`src/rtl/cpu_seq_controller.sv`:
```
// Multi-cycle fetch/decode/execute controller: owns PC and IR, fetches over
// a req/ack memory handshake and sequences the datapath control pins.
module cpu_seq_controller #(
    parameter int AW = 9,
    parameter logic [AW-1:0] RESET_PC = '0
) (
    input  logic          clk,
    input  logic          reset,
    input  logic [15:0]   mem_rdata,
    input  logic          mem_ack,
    input  logic [15:0]   dp_out,
    output logic          mem_req,
    output logic          mem_we,
    output logic [AW-1:0] mem_addr,
    output logic [15:0]   mem_wdata,
    output logic [15:0]   ir,
    output logic [AW-1:0] pc,
    output logic [2:0]    nsel,
    output logic [3:0]    vsel,
    output logic          loada,
    output logic          loadb,
    output logic          loadc,
    output logic          loads,
    output logic          write,
    output logic          asel,
    output logic          bsel,
    output logic          halted,
    output logic          err
);

    typedef enum logic [4:0] {
        S_RST, S_FETCH, S_DECODE, S_W_IMM,
        S_LA, S_LB, S_EX, S_WB, S_CMPS,
        S_ADDR, S_LATCH, S_MRD, S_W_MEM,
        S_LBD, S_EXD, S_MWR, S_HALTED, S_ERR
    } state_t;

    typedef enum logic [3:0] {
        OP_MOVI, OP_MOVS, OP_ADD, OP_CMP, OP_AND,
        OP_MVN, OP_LDR, OP_STR, OP_HALT, OP_ILL
    } op_t;

    state_t        state;
    state_t        nxt;
    op_t           op;
    logic [AW-1:0] addr_q;

    always_comb begin
        case (ir[15:11])
            5'b11010: op = OP_MOVI;
            5'b11000: op = OP_MOVS;
            5'b10100: op = OP_ADD;
            5'b10101: op = OP_CMP;
            5'b10110: op = OP_AND;
            5'b10111: op = OP_MVN;
            5'b01100: op = OP_LDR;
            5'b10000: op = OP_STR;
            5'b11100: op = OP_HALT;
            default:  op = OP_ILL;
        endcase
    end

    always_ff @(posedge clk) begin
        if (reset) begin
            state  <= S_RST;
            pc     <= RESET_PC;
            ir     <= '0;
            addr_q <= '0;
        end else begin
            state <= nxt;
            if (state == S_FETCH && mem_ack) begin
                ir <= mem_rdata;
                pc <= pc + AW'(1);
            end
            if (state == S_LATCH)
                addr_q <= dp_out[AW-1:0];
        end
    end

    assign mem_wdata = dp_out;

    always_comb begin
        nxt      = state;
        mem_req  = 1'b0;
        mem_we   = 1'b0;
        mem_addr = '0;
        nsel     = 3'b000;
        vsel     = 4'b0000;
        loada    = 1'b0;
        loadb    = 1'b0;
        loadc    = 1'b0;
        loads    = 1'b0;
        write    = 1'b0;
        asel     = 1'b0;
        bsel     = 1'b0;
        halted   = 1'b0;
        err      = 1'b0;
        case (state)
            S_RST: nxt = S_FETCH;
            S_FETCH: begin
                mem_req  = 1'b1;
                mem_addr = pc;
                if (mem_ack) nxt = S_DECODE;
            end
            S_DECODE: begin
                case (op)
                    OP_MOVI:         nxt = S_W_IMM;
                    OP_MOVS, OP_MVN: nxt = S_LB;
                    OP_ADD, OP_AND,
                    OP_CMP, OP_LDR,
                    OP_STR:          nxt = S_LA;
                    OP_HALT:         nxt = S_HALTED;
                    default:         nxt = S_ERR;
                endcase
            end
            S_W_IMM: begin
                nsel  = 3'b001;
                vsel  = 4'b0100;
                write = 1'b1;
                nxt   = S_FETCH;
            end
            S_LA: begin
                nsel  = 3'b001;
                loada = 1'b1;
                if (op == OP_LDR || op == OP_STR)
                    nxt = S_ADDR;
                else
                    nxt = S_LB;
            end
            S_LB: begin
                nsel  = 3'b100;
                loadb = 1'b1;
                nxt   = (op == OP_CMP) ? S_CMPS : S_EX;
            end
            S_EX: begin
                // single-operand ops pass B through with A forced to zero
                asel  = (op == OP_MOVS || op == OP_MVN);
                loadc = 1'b1;
                nxt   = S_WB;
            end
            S_WB: begin
                nsel  = 3'b010;
                vsel  = 4'b0001;
                write = 1'b1;
                nxt   = S_FETCH;
            end
            S_CMPS: begin
                loads = 1'b1;
                nxt   = S_FETCH;
            end
            S_ADDR: begin
                bsel  = 1'b1;
                loadc = 1'b1;
                nxt   = S_LATCH;
            end
            S_LATCH: nxt = (op == OP_STR) ? S_LBD : S_MRD;
            S_MRD: begin
                mem_req  = 1'b1;
                mem_addr = addr_q;
                if (mem_ack) nxt = S_W_MEM;
            end
            S_W_MEM: begin
                nsel  = 3'b010;
                vsel  = 4'b1000;
                write = 1'b1;
                nxt   = S_FETCH;
            end
            S_LBD: begin
                nsel  = 3'b010;
                loadb = 1'b1;
                nxt   = S_EXD;
            end
            S_EXD: begin
                asel  = 1'b1;
                loadc = 1'b1;
                nxt   = S_MWR;
            end
            S_MWR: begin
                mem_req  = 1'b1;
                mem_we   = 1'b1;
                mem_addr = addr_q;
                if (mem_ack) nxt = S_FETCH;
            end
            S_HALTED: halted = 1'b1;
            S_ERR:    err = 1'b1;
            default:  nxt = S_RST;
        endcase
    end

endmodule

```
`config.mk`:
```
export PLATFORM = sky130hd
export DESIGN_NAME = cpu_seq_controller
export DESIGN_NICKNAME = d
export VERILOG_FILES = /design/src/rtl/cpu_seq_controller.sv
export SDC_FILE = /design/constraint.sdc
export NUM_CORES = 1
export LEC_CHECK = 0
export ABC_CLOCK_PERIOD_IN_PS = 1790
export CAP_MARGIN = 20
export CORE_MARGIN = 2
export CORE_UTILIZATION = 39
export DETAILED_ROUTE_END_ITERATION = 6
export PLACE_DENSITY = 0.72
export SYNTH_ARGS = -nofsm -noshare
export SYNTH_HDL_FRONTEND = slang
export SYNTH_SLANG_ARGS = --single-unit
```
`constraint.sdc`:
```
create_clock -name clk -period 1.79 [get_ports clk]
set_input_delay 0.537 -clock clk [delete_from_list [all_inputs] [get_ports clk]]
set_output_delay 0.537 -clock clk [all_outputs]
set_load 0.005 [all_outputs]
```
==> qor.yml, run 1 <==
status: "finished, violations left"
violations: "setup timing"
cts_tree: "yes"
hold_viol: 0
finalPower_mw: 3.287
post_dp_cell_area_mm2: 0.003737
rr_worst_depth: 8
period_share_pct: 121.9
path_delay_family: "simple AND/OR/NAND/NOR gates"
synth_ff_type: "dfxtp_1"
hold_class: "reg -> reg"
r2r-end: "op[1]"
crit_fanout: 3
ys_ff_latch: 43
cp_data_arrival_time_ns: 1.65
via_count: 3177
place_inst: 519
wl_um: 10020
slew_viol_final: 0
crit_required_ns: 1.25
p_leak_nw: 2.006
ant_nets: 0
gr-total-overflow: 0
fillers: 434
port_buffers: 87
crit_buf_inv: 3
timing.critical_path.from: "state[1]"
fin_area_mm2: 0.004776
htreeDepth: 2
fin_cells: 583
critical-path-slowest-cell: "or3_4"
ctsHoldBuffers: 0
chipWidth_um: 84.64
first_pass_iters: 4
dieHeight_um: 84.64
max_freq_ghz: 0.4581
min_from: "ir[0]"
fin_nets: 541
syn_avg_cell_area_um2: 7.571
ir_drop_mv: 0.5282
clock_path_buffers: 2
cts-root-buf: "clkbuf_8"
final_common_cell: "buf_4"
fin_crit_ns: 2.183
syn_nets: 371
clkTransAtPathRegs_ns: 0.08
syn_inst: 335
yosysSeqAreaShare_pct: 33.94
grt_pass1_wl_um: 14280
track_usage_pct: 24.46
cpPeakStageDelay_ns: 0.42
async_flop_share_pct: 0
routed_via_density: 5.449
grt_pass1_vias: 3083
grt_antenna_before_repair: 0
drive_gt1_share_pct: 49.60
worstSkewPairLatency_ns: 0.30
powerDensity_mw_per_mm2: 688.3
cts_sinks: 43
routedWlPerCell_um: 17.19
worstSetupPathType: "reg -> out"
num_antenna_cells: 0
setup_viol: 46
cts_buffers: 5
area_growth_pct: 88.31
coreArea_mm2: 0.006314
rows: 29
hpwl_um: 5425
crit_path_end: "mem_addr[4]"
synth_edf_count: 0
drcViolationCount: 0
grt_max_degree: 19
drt_iter0_markers: 199
ios: 103
fin_skew_ns: 0.003624
r2r_slack_ns: -0.20
place.gp.congestion: 0.9390
netlist_area_mm2: 0.002536
setup_slack_ns: -0.3928
maxCapViolations: 0
die_area_mm2: 0.007164
rsz0062_at_grt: "yes"
end_kind: "output port"
r2r-start: "state[1]"
initial_core_util_pct: 40.17
final_cell_mix: "buf_4, clkdlybuf4s50_1, nand2_1"
yosys_warnings: 0
crit_cells: 6
ys_types: 55
crit_chain: "or3_4 -> nor2_4 -> buf_6 -> buf_4 -> a22o_1 -> buf_2"
start_kind: "register"
## how the worst min path moves through the flow
stage          endpoint  slack (ns)  cells after the start
4_1_cts           ir[0]        0.47                      2
3_3_place_gp      ir[9]        0.44                      2
3_5_place_dp      ir[0]        0.45                      2
6_report          ir[0]        0.46                      2
5_1_grt           ir[1]        0.49                      2
2_1_floorplan     ir[0]        0.45                      2
## cells by family (layout without fill, tap and decap cells)
kind of cell | Yosys count | count (layout) | synth area share (%)
simple gates | 147 | 147 | 29.45
compound gates | 78 | 78 | 19.09
buf+inv | 49 | 220 | 10.90
flops | 43 | 43 | 33.94
xor+xnor | 8 | 8 | 2.763
mux | 8 | 8 | 3.207
fa+ha+maj | 1 | 1 | 0.4933
other cells | 1 | 1 | 0.1479
## registers in the layout, summed over array words and instances (netlist names)
register	flops
ir	16
state	5
addr_q	9
pc	9
op	4
## synthesized netlist by cell type (4+ instances only)
cell type,number,area (µm²)
inv_1,7,26.28
buf_2,5,25.02
nand2_1,54,202.7
nor3b_1,4,30.03
clkbuf_1,14,52.55
dfxtp_1,43,860.8
a22o_1,9,78.83
or2_2,4,25.02
and3_1,5,31.28
o21ai_0,17,85.08
nor2b_1,4,25.02
nor2_1,39,146.4
buf_4,17,127.6
nand3b_1,5,37.54
mux2i_1,7,70.07
nand2b_1,4,25.02
nor3_1,8,40.04
xnor2_1,5,43.79
a21oi_1,34,170.2
## timing repair
item | 4_1_cts | 5_1_grt
pin swaps | 37 | 47
setup buffers | 49 | 26
cloned | 3 | 1
endpoints found under the setup margin | 69 | 68
gates resized for setup | 188 | 111
endpoints found under the hold margin | 0 | 0
## layer usage
metal  global-route usage [%]  part of all wire, %  vias to the layer above
li1                         -                    -                     1478
met1                    27.06                   38                     1528
met2                    45.10                   53                      140
met3                    4.031                  5.8                       31
met4                    11.69                  3.4                        0
met5                        0                    0                        -
## tightest hold or removal path, cell delays in order, from the launching register on
cell and delay [ns]:
dfxtp_1 0.32, nand2_1 0.05, a21oi_1 0.05
## report_power, final
| part | switching [mW] | leakage [nW] | internal [mW] |
|---|---|---|---|
| sequential | 0.0605 | 0.357 | 1.02 |
| combinational | 0.649 | 1.59 | 0.771 |
| clock | 0.337 | 0.0612 | 0.452 |
## area by class of cell
| cell class | count | area (µm²) | area share [%] |
|---|---|---|---|
| clock buffer | 6 | 82.58 | 1.729 |
| tap | 77 | 96.34 | 2.017 |
| sequential | 43 | 890.9 | 18.65 |
| timing repair buffer | 204 | 1794 | 37.57 |
| inverter | 8 | 30.03 | 0.6288 |
| multi-input combinational | 243 | 1847 | 38.67 |
| clock inverter | 2 | 35.03 | 0.7336 |
## through the flow
stage / setup slack, ns / utilization, % / hold WS [ns] / TNS (ns)
after floorplan: 0.004645 / - / 0.4527 / 0
after global placement: -0.3732 / 59.20 / 0.4408 / -16.34
after detailed placement: -0.4098 / 59.20 / 0.4526 / -17.36
after CTS: -0.3525 / 68.89 / 0.4656 / -10.97
after global routing: -0.4370 / 75.64 / 0.4867 / -11.21
final: -0.3928 / 75.64 / 0.4640 / -8.657
(Power assumes the default switching activity.)
==> inputs of run 2 (changes only) <==
--- a/config.mk
+++ b/config.mk
@@ -9,7 +9,9 @@
 export CAP_MARGIN = 20
 export CORE_MARGIN = 2
-export CORE_UTILIZATION = 39
+export CORE_UTILIZATION = 57
 export DETAILED_ROUTE_END_ITERATION = 6
-export PLACE_DENSITY = 0.72
+export DONT_BUFFER_PORTS = 1
+export PLACE_DENSITY = 0.71
+export SETUP_SLACK_MARGIN = 0.4
 export SYNTH_ARGS = -nofsm -noshare
 export SYNTH_HDL_FRONTEND = slang
==> constraint.sdc (replaced) <==
create_clock -name clk -period 1.79 [get_ports clk]
set_input_delay 0.537 -clock clk [delete_from_list [all_inputs] [get_ports clk]]
set_output_delay 0.537 -clock clk [all_outputs]
set_load 0.01 [all_outputs]
==> run 2 against run 1 <==
Net effect:
- the run still ends with setup timing left
- core utilization increased by 14 points
- clock power fell by 15%
- count of clock-buffer cells in the layout stayed put
- final cell count down 25%
- cell area shrank 19%
- non-clock buffer count is 125 lower
- critical path depth down 3
- wire length decreased by 6.7%
- critical path type unchanged
- largest power group unchanged
==> qor.yml, run 2 (synthesized netlist as in run 1, its figures left out) <==
status: "finished, violations left"  # unchanged
violations: "setup timing"  # unchanged
grt_pass1_wl_um: 12140  # was 14280 µm
maxCapViolations: 0  # unchanged
fin_crit_ns: 2.025  # was 2.183 ns
fin_skew_ns: 0.007098  # was 0.003624 ns
seq_area_um2: 879.6  # was 890.9 µm²
slew_viol_final: 0  # unchanged
hold_end: "state[4]"  # was ir[0]
cts-root-buf: "clkbuf_8"  # unchanged
grt_util_met1_pct: 34.55  # was 27.06%
first_pass_iters: 5  # was 4
max_freq_ghz: 0.4939  # was 0.4581 GHz
hold_depth: 1  # was 2
cp_data_arrival_time_ns: 1.49  # was 1.65 ns
routed_via_density: 6.476  # was 5.449
top_usage_layer: "met2"  # unchanged
r2r_slack_ns: -0.13  # was -0.20 ns
die_area_mm2: 0.004999  # was 0.007164 mm²
hold_viol: 0  # unchanged
crit_fanout: 6  # was 3
area_growth_pct: 52.29  # was 88.31%
p_leak_nw: 1.426  # was 2.006 nW
r2r-end: "op[2]"  # was op[1]
largest_reg_flops: 16  # unchanged
start_kind: "register"  # unchanged
place.gp.congestion: 0.8870  # was 0.9390
multi_input_area_mm2: 0.001912  # was 0.001847 mm²
period_share_pct: 113.1  # was 121.9%
r2r-start: "state[3]"  # was state[1]
grt_max_degree: 49  # was 19
hpwl_um: 4233  # was 5425 µm
regMostFlops: "ir"  # unchanged
track_usage_pct: 30.62  # was 24.46%
final_cell_mix: "nand2_1, buf_6, dfxtp_1"  # was buf_4, clkdlybuf4s50_1, nand2_1
fin_area_mm2: 0.003862  # was 0.004776 mm²
initial_core_util_pct: 58.65  # was 40.17%
final_common_cell: "nand2_1"  # was buf_4
rows: 24  # was 29
rr_worst_depth: 9  # was 8
powerDensity_mw_per_mm2: 805.7  # was 688.3 mW/mm²
post_dp_cell_area_mm2: 0.002669  # was 0.003737 mm²
grt_antenna_before_repair: 0  # unchanged
gr-total-overflow: 0  # unchanged
ir_drop_mv: 0.6378  # was 0.5282 mV
hold_class: "in -> reg"  # was reg -> reg
coreArea_mm2: 0.004324  # was 0.006314 mm²
ios: 103  # unchanged
crit_required_ns: 1.25  # about the same
grt_util_met3_pct: 7.835  # was 4.031%
grt_util_met2_pct: 55.24  # was 45.10%
cts_sinks: 43  # unchanged
cts_tree: "yes"  # unchanged
fin_nets: 418  # was 541
clkTransAtPathRegs_ns: 0.08  # about the same
biggestRegsByFlops: "ir (16), addr_q (9), pc (9)"  # unchanged
drt_iter0_markers: 304  # was 199
ant_nets: 0  # unchanged
ctsHoldBuffers: 0  # unchanged
fin_hold_ws_ns: 0.2859  # was 0.4640 ns
port_buffers: 0  # was 87
wl_um: 9349  # was 10020 µm
worstSetupPathType: "reg -> out"  # unchanged
end_kind: "output port"  # unchanged
num_antenna_cells: 0  # unchanged
worstSkewPairLatency_ns: 0.30  # about the same
rsz0062_at_grt: "yes"  # unchanged
fillers: 172  # was 434
chipWidth_um: 70.71  # was 84.64 µm
drive_gt1_share_pct: 50.13  # was 49.60%
routedWlPerCell_um: 21.49  # was 17.19 µm
clock_path_buffers: 2  # unchanged
grt_pass1_vias: 2575  # was 3083
min_from: "reset"  # was ir[0]
setup_slack_ns: -0.2347  # was -0.3928 ns
setup_viol: 35  # was 46
dieHeight_um: 70.71  # was 84.64 µm
htreeDepth: 2  # unchanged
cts_buffers: 5  # unchanged
drcViolationCount: 0  # unchanged
via_count: 2817  # was 3177
## run 2: cell types whose count changed in the layout (fill, tap and decap cells not counted), moves of 5 or more
cell             change
clkbuf_2             -5
dfxtp_1              +5
buf_4               -48
buf_2               -27
buf_6                +7
clkdlybuf4s50_1     -49
clkdlybuf4s15_1      -5
## run 2: layer usage
layer | up-vias | routed length, µm
met5 | - | 0
met4 | 0 | 416
li1 | 1239 | -
met3 | 57 | 831
met2 | 208 | 4809
met1 | 1313 | 3291
## run 2: repair_timing
action,4_1_cts,5_1_grt
buffers inserted,35,17
endpoints found under the setup margin,66,70
cloned,5,2
gates resized for setup,78,72
pin swaps,32,32
## run 2: how the worst max path moves through the flow
stage	from	end	slack (ns)
after floorplan	state[1]	mem_addr[0]	0.06
after global placement	state[3]	mem_addr[1]	0.06
after detailed placement	state[3]	mem_addr[0]	0.04
after CTS	state[2]	mem_addr[0]	-0.23
after global routing	state[2]	mem_addr[5]	-0.28
final	state[2]	mem_addr[5]	-0.23
## run 2: per-stage QoR
stage	TNS, ns	power [mW]	util [%]	setup slack (ns)	instances
after global routing	-5.852	3.233	89.32	-0.2769	435
after detailed placement	0	1.750	61.72	0.04244	368
after CTS	-3.503	2.796	79.86	-0.2250	416
after global placement	0	1.743	61.72	0.06227	368
after floorplan	0	1.706	-	0.05910	335
final	-3.989	3.112	89.32	-0.2347	435
## run 2: area by class of cell
class	instances	area share [%]
Timing Repair Buffer	79	22.71
Clock buffer	6	2.138
Inverter	8	0.7775
Sequential cell	43	22.77
Tap cell	52	1.684
Multi-Input combinational cell	245	49.50
Clock inverter	2	0.4211
## run 2: power breakdown
group / internal (mW) / switching, mW / total (mW)
Combinational: 0.699 / 0.630 / 1.33
Sequential: 1.02 / 0.0933 / 1.12
Clock: 0.315 / 0.351 / 0.666
## run 2: worst max-delay path, stage by stage (launching register included)
cell,delay (ns)
dfxtp_2,0.34
or3_4,0.44
nor2_4,0.19
a22o_1,0.23
==> inputs of run 3 (changes only) <==
- ABC_CLOCK_PERIOD_IN_PS: 1790 -> 2100
- CORE_UTILIZATION: 57 -> 60
- CTS_CLUSTER_SIZE: default -> 30
- MAX_ROUTING_LAYER: default -> met4
- PLACE_DENSITY: 0.71 -> 0.72
- clock period: 1.79 -> 2.1 ns (I/O delays scaled with it)
==> run 3 against run 2 <==
Net effect:
- the run still ends with setup timing left
- die area down 4.7%
- via count down 6.7%
- count of clock-buffer cells in the layout unchanged
- highest routed layer unchanged
- critical endpoint is now write
- sequential share of layout area up 3.0 points
==> qor.yml, run 3 (synthesized netlist as in run 1, its figures left out) <==
setup_tns_ns: -0.2976  # was -3.989 ns
worstSetupPathType: "reg -> out"  # unchanged
biggestRegsByFlops: "ir (16), addr_q (9), pc (9)"  # unchanged
area_growth_pct: 32.76  # was 52.29%
p_leak_nw: 1.268  # was 1.426 nW
regMostFlops: "ir"  # unchanged
netSwitchingFraction_pct: 34.87  # was 34.53%
combPwrFrac_pct: 35.0  # was 42.7%
end_kind: "output port"  # unchanged
p_seq_share_pct: 40.9  # was 35.9%
grt_pass1_wl_um: 11180  # was 12140 µm
track_usage_pct: 29.16  # was 30.62%
die_area_mm2: 0.004763  # was 0.004999 mm²
status: "finished, violations left"  # unchanged
setup_slack_ns: -0.07415  # was -0.2347 ns
ios: 103  # unchanged
gr-total-overflow: 0  # unchanged
drt_iter0_markers: 265  # was 304
port_buffers: 0  # unchanged
place.gp.congestion: 0.8568  # was 0.8870
cts_buffers: 5  # unchanged
period_share_pct: 103.5
fin_hold_ws_ns: 0.4018  # was 0.2859 ns
power_switching_mw: 0.8075  # was 1.075 mW
coreArea_mm2: 0.004029  # was 0.004324 mm²
grt_antenna_before_repair: 0  # unchanged
hold_viol: 0  # unchanged
violations: "setup timing"  # unchanged
place_inst: 362  # was 368
grt_util_met1_pct: 34.95  # was 34.55%
max_freq_ghz: 0.4600
maxCapViolations: 0  # unchanged
cts-root-buf: "clkbuf_8"  # unchanged
rsz0062_at_grt: "yes"  # unchanged
grt_max_degree: 49  # unchanged
drive_gt1_share_pct: 35.67  # was 50.13%
hold_class: "in -> reg"  # unchanged
grt_util_met3_pct: 6.433  # was 7.835%
fin_crit_ns: 2.174
final_common_cell: "nand2_1"  # unchanged
wl_um: 8153  # was 9349 µm
chipWidth_um: 69.02  # was 70.71 µm
ir_drop_mv: 0.4913  # was 0.6378 mV
initial_core_util_pct: 62.95  # was 58.65%
clock_path_buffers: 2  # unchanged
drcViolationCount: 0  # unchanged
worstSkewPairLatency_ns: 0.30  # about the same
fin_skew_ns: 0.006116  # was 0.007098 ns
fin_nets: 392  # was 418
grt_pass1_vias: 2354  # was 2575
grt_util_met2_pct: 49.36  # was 55.24%
largest_reg_flops: 16  # unchanged
fin_cells: 406  # was 435
dieHeight_um: 69.02  # was 70.71 µm
ctsHoldBuffers: 0  # unchanged
first_pass_iters: 5  # unchanged
cts_tree: "yes"  # unchanged
crit_fanout: 5  # was 6
powerDensity_mw_per_mm2: 687.7  # was 805.7 mW/mm²
final_cell_mix: "nand2_1, dfxtp_1, a21oi_1"  # was nand2_1, buf_6, dfxtp_1
htreeDepth: 2  # unchanged
setup_viol: 12  # was 35
routedWlPerCell_um: 20.08  # was 21.49 µm
start_kind: "register"  # unchanged
num_antenna_cells: 0  # unchanged
clkTransAtPathRegs_ns: 0.08  # about the same
cp_data_arrival_time_ns: 1.54  # was 1.49 ns
via_count: 2627  # was 2817
power.internal_mw: 1.508  # was 2.037 mW
ant_nets: 0  # unchanged
slew_viol_final: 0  # unchanged
hpwl_um: 3993  # was 4233 µm
clockPowerShare_pct: 24.1  # was 21.4%
top_usage_layer: "met2"  # unchanged
cts_sinks: 43  # unchanged
routed_via_density: 6.470  # was 6.476
rows: 23  # was 24
crit_required_ns: 1.47  # was 1.25 ns
finalPower_mw: 2.315  # was 3.112 mW
run 3: layout make-up:
type,count,area (µm²)
Sequential cell,43,868.3
Fill cell,230,661.9
Multi-Input combinational cell,245,1752
Tap cell,50,62.56
Inverter,8,30.03
Clock buffer,6,82.58
Timing Repair Buffer,53,563.0
Clock inverter,1,8.758
run 3: power groups by stage:
stage	logic, mW	registers (mW)	clock network [mW]
CTS	0.661	0.940	0.561
global placement	0.464	0.957	0
finish	0.812	0.946	0.558
floorplan	0.451	0.936	0
global route	0.862	0.955	0.588
detailed placement	0.468	0.958	0
run 3: layer usage:
layer / wire (µm) / up-vias
met5: 0 / -
met4: 247 / 0
met3: 684 / 36
met2: 4108 / 160
met1: 3112 / 1243
li1: - / 1188
run 3: worst max-delay path, stage by stage, from the launching register on:
cell and delay, ns:
dfxtp_2 0.38, buf_6 0.14, buf_12 0.10, buf_16 0.11, nand3b_1 0.13, nor2_2 0.17
a21oi_2 0.07, nor2_4 0.15
run 3: timing repair:
action / in CTS / in global routing
pin swaps: 14 / 18
endpoints found under the setup margin: 39 / 56
gates cloned: 4 / 2
resized for setup: 57 / 42
hold endpoints to repair: 0 / 0
buffers inserted: 18 / 13
run 3: worst paths after layout:
check	slack, ns	cells after the start	end	startpoint
hold reg to reg	0.48	2	addr_q[7]	addr_q[7]
setup reg to reg	0.07	9	op[2]	state[3]
hold / removal	0.40	1	ir[3]	reset
setup / recovery	-0.07	7	write	state[3]
run 3: through the flow:
step	util (%)	instance area (µm²)	setup slack (ns)
after floorplan	-	2616	0.2760
final	83.57	3367	-0.07415
after detailed placement	62.92	2535	0.2431
after global placement	62.92	2535	0.2587
after global routing	83.57	3367	-0.1296
after CTS	75.93	3059	-0.01187
